<file path="src/rtl/demux1a8_reg.sv">
// demux1a8_reg -- eight-entry 1-to-8 demultiplexing register bank.
//
// Accepts a stream of 16-bit words over a valid/ready handshake and steers
// each accepted word into one of eight holding registers. The target index
// either auto-increments from 0 (AUTO_INC=1) or comes from `sel` (AUTO_INC=0).
// Once all eight registers have been written, the bank stops accepting
// words and raises `full` until the next `clear` or reset.
//
// Ports:
//   clk                 rising-edge clock
//   rst_n               synchronous active-low reset (zeroes data)
//   clear               synchronous restart of a vector load (data kept)
//   in_valid / in_ready handshake; a word is taken when both are high
//   in_data             16-bit word to store
//   sel                 target index, used only when AUTO_INC=0
//   a_output..h_output  registers 0..7
//   valid_mask          bit i set once register i is written
//   wr_idx              index the next accepted word will go to
//   full                all eight registers written

package mxv_pkg;
    typedef logic [15:0] uint16_t;
endpackage

module demux1a8_reg
    import mxv_pkg::*;
#(
    parameter int AUTO_INC = 1
) (
    input  logic       clk,
    input  logic       rst_n,
    input  logic       clear,
    input  logic       in_valid,
    input  uint16_t    in_data,
    input  logic [2:0] sel,
    output logic       in_ready,
    output uint16_t    a_output,
    output uint16_t    b_output,
    output uint16_t    c_output,
    output uint16_t    d_output,
    output uint16_t    e_output,
    output uint16_t    f_output,
    output uint16_t    g_output,
    output uint16_t    h_output,
    output logic [7:0] valid_mask,
    output logic [2:0] wr_idx,
    output logic       full
);

    typedef enum logic {
        LOAD = 1'b0,
        FULL = 1'b1
    } state_t;

    state_t     state_reg;
    state_t     state_next;
    logic [7:0] mask_reg;
    logic [7:0] mask_next;
    logic [2:0] wr_target;
    logic [7:0] target_onehot;
    logic       accept;
    uint16_t    bank [8];

    // clear takes priority over an arriving word: ready drops in the same
    // cycle so the producer keeps the word for the restarted load.
    assign in_ready = (state_reg == LOAD) && !clear && rst_n;
    assign accept   = in_valid && in_ready;

    assign target_onehot = 8'b0000_0001 << wr_target;

    // ------------------------------------------------------------------
    // Write index: a counter in sequential mode, a straight wire from sel
    // in addressed mode.
    // ------------------------------------------------------------------
    generate
        if (AUTO_INC != 0) begin : g_auto
            logic [2:0] idx_reg;
            logic       unused_sel;

            assign unused_sel = ^sel;

            always_ff @(posedge clk) begin
                if (!rst_n) begin
                    idx_reg <= 3'd0;
                end else if (clear) begin
                    idx_reg <= 3'd0;
                end else if (accept) begin
                    // Wraps 7 -> 0; the bank goes FULL on that same accept.
                    idx_reg <= idx_reg + 3'd1;
                end
            end

            assign wr_target = idx_reg;
            assign wr_idx    = idx_reg;
        end else begin : g_addr
            assign wr_target = sel;
            assign wr_idx    = sel;
        end
    endgenerate

    // ------------------------------------------------------------------
    // Control FSM
    // ------------------------------------------------------------------
    always_comb begin
        state_next = state_reg;
        mask_next  = mask_reg;
        if (accept) begin
            mask_next = mask_reg | target_onehot;
        end
        case (state_reg)
            LOAD: begin
                if (accept && (mask_next == 8'hFF)) begin
                    state_next = FULL;
                end
            end
            FULL: begin
                state_next = FULL;
            end
            default: begin
                state_next = LOAD;
            end
        endcase
        if (clear) begin
            state_next = LOAD;
            mask_next  = 8'h00;
        end
    end

    always_ff @(posedge clk) begin
        if (!rst_n) begin
            state_reg <= LOAD;
            mask_reg  <= 8'h00;
        end else begin
            state_reg <= state_next;
            mask_reg  <= mask_next;
        end
    end

    // ------------------------------------------------------------------
    // Data registers: only an accept addressed to the entry, or reset,
    // changes its contents. clear leaves them untouched.
    // ------------------------------------------------------------------
    generate
        for (genvar gi = 0; gi < 8; gi++) begin : g_bank
            uint16_t data_reg;

            always_ff @(posedge clk) begin
                if (!rst_n) begin
                    data_reg <= 16'h0000;
                end else if (accept && (wr_target == gi[2:0])) begin
                    data_reg <= in_data;
                end
            end

            assign bank[gi] = data_reg;
        end
    endgenerate

    assign a_output   = bank[0];
    assign b_output   = bank[1];
    assign c_output   = bank[2];
    assign d_output   = bank[3];
    assign e_output   = bank[4];
    assign f_output   = bank[5];
    assign g_output   = bank[6];
    assign h_output   = bank[7];
    assign valid_mask = mask_reg;
    assign full       = (state_reg == FULL);

endmodule
</file>
<file path="config.mk">
export PLATFORM = sky130hd
export DESIGN_NAME = demux1a8_reg
export DESIGN_NICKNAME = d
export VERILOG_FILES = /design/src/rtl/demux1a8_reg.sv
export SDC_FILE = /design/constraint.sdc
export NUM_CORES = 1
export LEC_CHECK = 0
export CORE_ASPECT_RATIO = 0.5
export CORE_MARGIN = 2
export CORE_UTILIZATION = 35
export DETAILED_ROUTE_END_ITERATION = 10
export PLACE_DENSITY_LB_ADDON = 0.08
export SLEW_MARGIN = 20
export SYNTH_ARGS = -nofsm -noshare
export SYNTH_HDL_FRONTEND = slang
export SYNTH_SLANG_ARGS = --single-unit
</file>
<file path="constraint.sdc">
create_clock -name clk -period 2.4 [get_ports clk]
set_clock_uncertainty 0.05 [all_clocks]
set_input_delay 0.36 -clock clk [delete_from_list [all_inputs] [get_ports clk]]
set_output_delay 0.36 -clock clk [all_outputs]
set_load 0.01 [all_outputs]
</file>
==> results of run 1 <==
layout by cell type, fill, tap and decap left out, drive strengths merged, types with 2 or more instances in the layout:
master / instances
bufinv: 5
nand3: 2
and3: 2
clkdlybuf4s50: 159
nor2: 13
ha: 6
nor2b: 51
nand4b: 2
mux2i: 48
nand2b: 4
buf: 22
clkinvlp: 2
nand2: 163
a21boi: 80
or3: 3
inv: 13
clkinv: 2
a21oi: 6
dfxtp: 140
clkbuf: 18
o21ai: 2
flip-flops by register name, summed over array words and instances (netlist names):
name,flops
f_output,16
a_output,16
g_output,16
b_output,16
c_output,16
d_output,16
valid_mask,8
h_output,16
full,1
e_output,16
wr_idx,3
stage by stage:
step | hold slack, ns | power [uW] | utilization (%) | setup WS (ns)
after CTS | 0.218 | 5610 | 51.6 | 0.302
final | 0.236 | 5540 | 51.6 | 0.308
after global placement | 0.399 | 2640 | 47.2 | 0.207
after global routing | 0.221 | 5740 | 51.6 | 0.257
after floorplan | 0.434 | 2530 | - | 0.478
after detailed placement | 0.406 | 2640 | 47.2 | 0.186
synthesized netlist by cell type (all sizes together) (4+ instances only):
cell type	number
nor2	13
mux2i	48
clkbuf	43
buf	10
nand2b	4
dfxtp	140
inv	8
nor2b	51
a21oi	6
nand2	163
a21boi	80
ha	6
path summary, 6_finish.rpt:
check | end | start | cells after the start
max reg2reg | c_output[11]$_SDFFE_PN0P_ | wr_idx[0]$_SDFFE_PP0N_ | 7
min reg2reg | h_output[11]$_SDFFE_PN0P_ | h_output[11]$_SDFFE_PN0P_ | 2
min | g_output[3]$_SDFFE_PN0P_ | rst_n | 2
max | in_ready | clear | 4
where the power goes:
group / switching, uW / total (uW) / internal, uW
registers: 9.75 / 2350 / 2340
logic: 128 / 239 / 111
clock network: 1080 / 2960 / 1870
layout make-up:
type                       instances  area [um2]
timing repair buffer             181        1760
tap                              204         255
fill                            1481        7370
clock buffer                      18         429
clock inverter                    14         231
multi-input combinational        391        2340
sequential                       140        2800
inverter                           8        30.0
layer usage:
metal  vias up  part of all wire [%]  track usage (%)
li1       2204                     -                -
met1      2077                    50             25.5
met2       112                    43             29.2
met3        11                   6.1             6.00
met4         0                  0.86             5.49
met5         -                     0                0
cells by family after synthesis:
logic type / after synthesis
simple gates: 242
flops: 140
compound gates: 94
buf+inv: 61
mux: 48
fa+ha+maj: 6
xor+xnor: 1
==> metrics.txt, run 1 <==
outcome=complete, no violations; Leak Pwr=0.00296 uW; antenna viol nets, final=0; Post-Synth XOR/XNOR Area=0.162%; Die Span X=180 um; Slew Limit Fails=0; vias after detailed routing=4,404; EDFF count, synth=0; delay-heaviest family, CP=buffers and inverters; clk_lat worst skew=0.41 ns; dpl cells=924; CP Max Fanout=4; Setup violations, final=0; first-pass GRT wire length=24,000 um; Syn. warnings=0; critical path required time=1.99 ns; synth-to-layout area growth=45.5%; Worst Path Buf+Inv=2; clock sink count=140; drt total wl=15,400 um; Max VDD drop=0.000442 V; TritonCTS clock tree=built; DRC=0; Cell Area, Synth=5390 um2; Worst EP arrival=1.68 ns; Final Net Count=768; global route total overflow=0; RSZ-0062 raised after global routing=no; Fin. Hold Viols=0; kind of end point of the critical path=primary output; post-synth top area share=52.0%; slowest stage delay, CP=0.55 ns; post-synthesis mux area share=8.91%; WL/cell=16.1 um; vias in the first global route=4,227; setup bufs post-CTS=0; final worst path period need=2.09 ns; Avg Synthesized Cell Area=9.11 um2; core area=15,200 um2; FF-to-FF setup slack=0.52 ns; final worst-path cycle share=87.2%; ys flop type=dfxtp_1; Seq/Total Area, Yosys=52.0%; CTS max path bufs=2; Area contributors post-synth=dfxtp_1, nand2_1, a21boi_0, mux2i_1, nor2b_1; Rows=32; I/O pin total=164; DR vias/cell=4.61; most frequent cell on the critical path=clkdlybuf4s50_1; Starting Density=35.4%; pin count of the biggest net entering global routing=63; layout cells sized above 1=7.45%; Max Clock Freq=0.478 GHz; Yosys cell types=28; syn nets=621; slowest CP cell=clkdlybuf4s50_1; Synth Area in Compound Gates=12.9%; fin cells=956; crit-path cells=clkdlybuf4s50_1 > nand2b_2 > nor2_1 > clkdlybuf4s50_1; largest family of logic cells by synthesized area=simple AND/OR/NAND/NOR gates; critical path type=in2out; CTS root buffer=clkbuf_16; Pre-Repair DR Iteration Count=6; total track usage=18.9%; die area=16,500 um2; placed cell area=7190 um2; Ant. Diodes=0; CP Launch Type=primary input; cts bufs inserted=17; iteration-0 DRC count of the detailed router=147; Die H=91.8 um; headroom to the max-slew limit=62.8%; Setup TNS=0 ns; Post-Synth Adder-Cell Area=1.39%; pwr dens=706 nW/um2; dominant cell type by area after synthesis=dfxtp_1; Async SR Flop Fraction=0%; initial antenna violation count=0; fraction of the mapped netlist area in simple logic gates=20.1%; Clk pin slew, worst setup/hold paths=0.06 ns; post-layout instance area=7850 um2; Worst-Margin Slew=0.556 ns; gpl congestion=0.749; Cells after Synth=592; CTS resizes=0; MaxCap Viol Count=0; post-synthesis register bit count=140; cts hold-fix bufs=0; number of H-tree levels=4; DP HPWL=10,200 um; number of port buffers=160; worst hold path type=in2reg
No activity file was read; power rests on OpenSTA's default activity.
==> run 2, diff against run 1 <==
--- a/constraint.sdc
+++ b/constraint.sdc
@@ -3,3 +3,3 @@
 set_input_delay 0.36 -clock clk [delete_from_list [all_inputs] [get_ports clk]]
 set_output_delay 0.36 -clock clk [all_outputs]
-set_load 0.01 [all_outputs]
+set_load 0.1 [all_outputs]
==> metrics.txt, run 2 (synthesis gave the netlist of run 1 again) <==
kind of end point of the critical path=primary output; vias in the first global route=4,057; iteration-0 DRC count of the detailed router=249; CP Launch Type=primary input; Clk pin slew, worst setup/hold paths=0.06 ns; DRC=0; headroom to the max-slew limit=26.6%; commonest cells after routing, fill and taps aside=nand2_1, buf_4, dfxtp_1, a21boi_0, nor2b_1; cts bufs inserted=17; CTS max path bufs=2; WHS=0.405 ns; busiest grt layer=met2; total track usage=18.5%; CTS resizes=0; worst hold path type=in2reg; core area=15,200 um2; final worst path period need=1.97 ns; Worst-Margin Slew=1.10 ns; DP HPWL=10,200 um; MaxCap Viol Count=0; global route total overflow=0; die area=16,500 um2; WL/cell=16.2 um; Rows=32; final worst-path cycle share=82.2%; Die Span X=180 um; gpl congestion=0.689; cts hold-fix bufs=0; Setup TNS=0 ns; number of port buffers=160; Worst EP arrival=1.56 ns; clock sink count=140; drt total wl=15,400 um; vias after detailed routing=4,428; post-layout instance area=7460 um2; pwr dens=737 nW/um2; pin count of the biggest net entering global routing=129; first-pass GRT wire length=23,500 um; critical path type=in2out; Fin. Hold Viols=0; Max Clock Freq=0.507 GHz; setup bufs post-CTS=0; synth-to-layout area growth=38.4%; M2 GR Usage=28.3%; Starting Density=35.4%; initial antenna violation count=0; GRT met1 Usage=25.5%; Filler Cell Count=1,507; Leak Pwr=0.00322 uW; I/O pin total=164; number of H-tree levels=4; placed cell area=6840 um2; clk_lat worst skew=0.40 ns; antenna viol nets, final=0; RSZ-0062 raised after global routing=no; Die H=91.8 um; TritonCTS clock tree=built; critical path required time=1.99 ns; Max VDD drop=0.000435 V; DR vias/cell=4.65; CTS root buffer=clkbuf_16; layout cells sized above 1=26.4%; Pre-Repair DR Iteration Count=4; M3 GR Usage=5.80%; most common cell after layout, fill and taps aside=nand2_1; Final Net Count=766; CP Max Fanout=14; Setup violations, final=0; Slew Limit Fails=0; outcome=complete, no violations; Ant. Diodes=0
## run 2: through the flow
step                instances  setup slack [ns]  total power (uW)  util (%)
finish                    953             0.426              5500      49.1
global route              953             0.375              5690      49.1
CTS                       953             0.431              5570      49.1
detailed placement        922             0.211              2750      44.9
global placement          922             0.204              2750      44.9
floorplan                 592            0.0355              2640         -
## run 2: path summary, 6_finish.rpt
| kind | startpoint | endpoint | slack, ns | cells after the start |
|---|---|---|---|---|
| setup / recovery | clear | in_ready | 0.43 | 5 |
| hold / removal | rst_n | valid_mask[4]$_SDFF_PP0_ | 0.41 | 4 |
| setup reg to reg | wr_idx[1]$_SDFFE_PP0N_ | b_output[1]$_SDFFE_PN0P_ | 0.54 | 7 |
| hold reg to reg | g_output[0]$_SDFFE_PN0P_ | g_output[0]$_SDFFE_PN0P_ | 0.42 | 2 |
## run 2: final cells by class
class                   instances  area [um2]  area share (%)
inverters                       8        30.0           0.402
flip-flops and latches        140        2810            37.6
multi-input cells             391        2340            31.4
repair buffers                179        1400            18.8
clock inverters                13         190            2.55
well taps                     204         255            3.42
clock buffers                  18         439            5.88
## run 2: critical path, stage by stage
cell and delay, ns:
clkdlybuf4s50_1 0.45, nand2b_2 0.20, buf_4 0.19, nor2_2 0.16
buf_12 0.19
## run 2: report_power, final
| part | switching (uW) | internal [uW] |
|---|---|---|
| Sequential | 10.4 | 2340 |
| Combinational | 238 | 108 |
| Clock | 1030 | 1770 |
| Total | 1280 | 4220 |
## run 2: routing by layer
metal  routed length, um  share of wire (%)
met1                7390                 48
met2                6720                 44
met3                1200                7.8
met4                 113               0.73
met5                   0                  0
==> run 3, diff against run 2 <==
- clock period: 2.4 -> 1.8 ns (I/O delays scaled with it)
==> metrics.txt, run 3 (synthesis gave the netlist of run 1 again) <==
Fin. Hold Viols=0; CTS max path bufs=2; Worst Path Buf+Inv=1; Clock Power Share=48.6%; final worst setup slack=0.0255 ns; RSZ-0062 raised after global routing=yes; Switching Fraction=25.4%; FF-to-FF setup slack=0.03 ns; post-layout instance area=9430 um2; clock sink count=140; pre-CTS setup slack=-0.289 ns; Die Span X=180 um; NetSw=1810 uW; initial antenna violation count=0; global route total overflow=0; layout cells sized above 1=29.2%; WL/cell=16.2 um; I/O pin total=164; Storage cell area=2820 um2; kind of end point of the critical path=register; delay-heaviest family, CP=simple AND/OR/NAND/NOR gates; Final Util=62.0%; CTS root buffer=clkbuf_16; Critical Path Stages=6; commonest cells after routing, fill and taps aside=nand2_1, buf_12, dfxtp_1, a21boi_0, nor2b_1; cts bufs inserted=17; crit-path cells=inv_4 > ha_4 > nand2_4 > or4_4 > a211o_1 > o31ai_2; FF-to-FF Start=wr_idx[1]$_SDFFE_PP0N_; iteration-0 DRC count of the detailed router=221; Die H=91.8 um; final worst-path cycle share=98.6%; Worst Setup SP=wr_idx[1]$_SDFFE_PP0N_; Ant. Diodes=0; critical path required time=2.08 ns; clk_lat worst skew=0.42 ns; most common cell after layout, fill and taps aside=nand2_1; slowest stage delay, CP=0.51 ns; Max VDD drop=0.000516 V; RR Endpoint=full$_SDFF_PP0_; WHS=0.325 ns; outcome=complete, no violations; Worst EP arrival=2.05 ns; internal power=5340 uW; Max Clock Freq=0.564 GHz; Worst-Margin Slew=0.714 ns; slowest CP cell=or4_4; final worst path period need=1.77 ns; worst r2r path cells=6; Pre-Repair DR Iteration Count=4; headroom to the max-slew limit=52.4%; DRC=0; Slew Limit Fails=0; DP HPWL=10,700 um; placed cell area=8780 um2; Starting Density=35.4%; Setup violations, final=0; pin count of the biggest net entering global routing=86; vias after detailed routing=4,486; TritonCTS clock tree=built; critical path type=reg2reg; gpl congestion=0.748; drt total wl=15,700 um; Clk pin slew, worst setup/hold paths=0.07 ns; Sequential Power Share=43.9%; synth-to-layout area growth=74.9%; multi-input combinational cell area=2390 um2; total track usage=20.0%; DR vias/cell=4.63; Rows=32; Final Net Count=781; antenna viol nets, final=0; worst hold path type=in2reg; CP Launch Type=register; Leak Pwr=0.00371 uW; number of H-tree levels=4; total power=7150 uW; Logic pwr share=7.5%; pwr dens=758 nW/um2; vias in the first global route=4,419; Worst Setup EP=full$_SDFF_PP0_; core area=15,200 um2; first-pass GRT wire length=25,400 um; CP Max Fanout=3; number of port buffers=160; die area=16,500 um2; MaxCap Viol Count=0; Filler Cell Count=1,281
## run 3: area by class of cell
cell class                 instances  area share, %
clock buffer                      19           4.80
multi-input combinational        391           25.3
timing repair buffer             194           35.6
tap                              204           2.71
sequential                       140           29.8
clock inverter                    13           1.38
inverter                           8          0.371
## run 3: power by group through the flow
stage	combinational, uW	clock [uW]	sequential (uW)
floorplan	175	0	3340
CTS	536	3550	3140
detailed placement	531	0	3210
global placement	530	0	3210
finish	539	3470	3140
global route	565	3730	3140
## run 3: metrics by stage
step                std cells  setup TNS (ns)
floorplan                 592           -4.35
CTS                       967               0
global route              969         -0.0841
global placement          936          -16.62
finish                    969               0
detailed placement        936          -19.11
## run 3: layer usage
metal	wire [um]	global-route usage, %
met5	0	0
met4	226	6.17
met1	6900	25.0
met3	1200	6.55
met2	7410	32.9
## run 3: repair_timing
item                                    in CTS  in global routing
pin swaps                                    0                  3
hold buffers                                 0                  0
buffers inserted                             0                  2
endpoints found under the setup margin      18                 11
cloned                                       0                  0
resized for setup                            5                 10
## run 3: worst min-delay path by stage
stage / from / end / cells past startpoint
after CTS: rst_n / wr_idx[1]$_SDFFE_PP0N_ / 4
after global routing: rst_n / valid_mask[0]$_SDFF_PP0_ / 4
after detailed placement: f_output[6]$_SDFFE_PN0P_ / f_output[6]$_SDFFE_PN0P_ / 2
after floorplan: rst_n / wr_idx[2]$_SDFFE_PP0N_ / 2
after global placement: f_output[6]$_SDFFE_PN0P_ / f_output[6]$_SDFFE_PN0P_ / 2
final: rst_n / wr_idx[1]$_SDFFE_PP0N_ / 4
## run 3: worst min-delay path, cell delays in order
cell and delay (ns):
buf_4 0.12, nand2b_2 0.06, buf_4 0.20, nor2_1 0.10
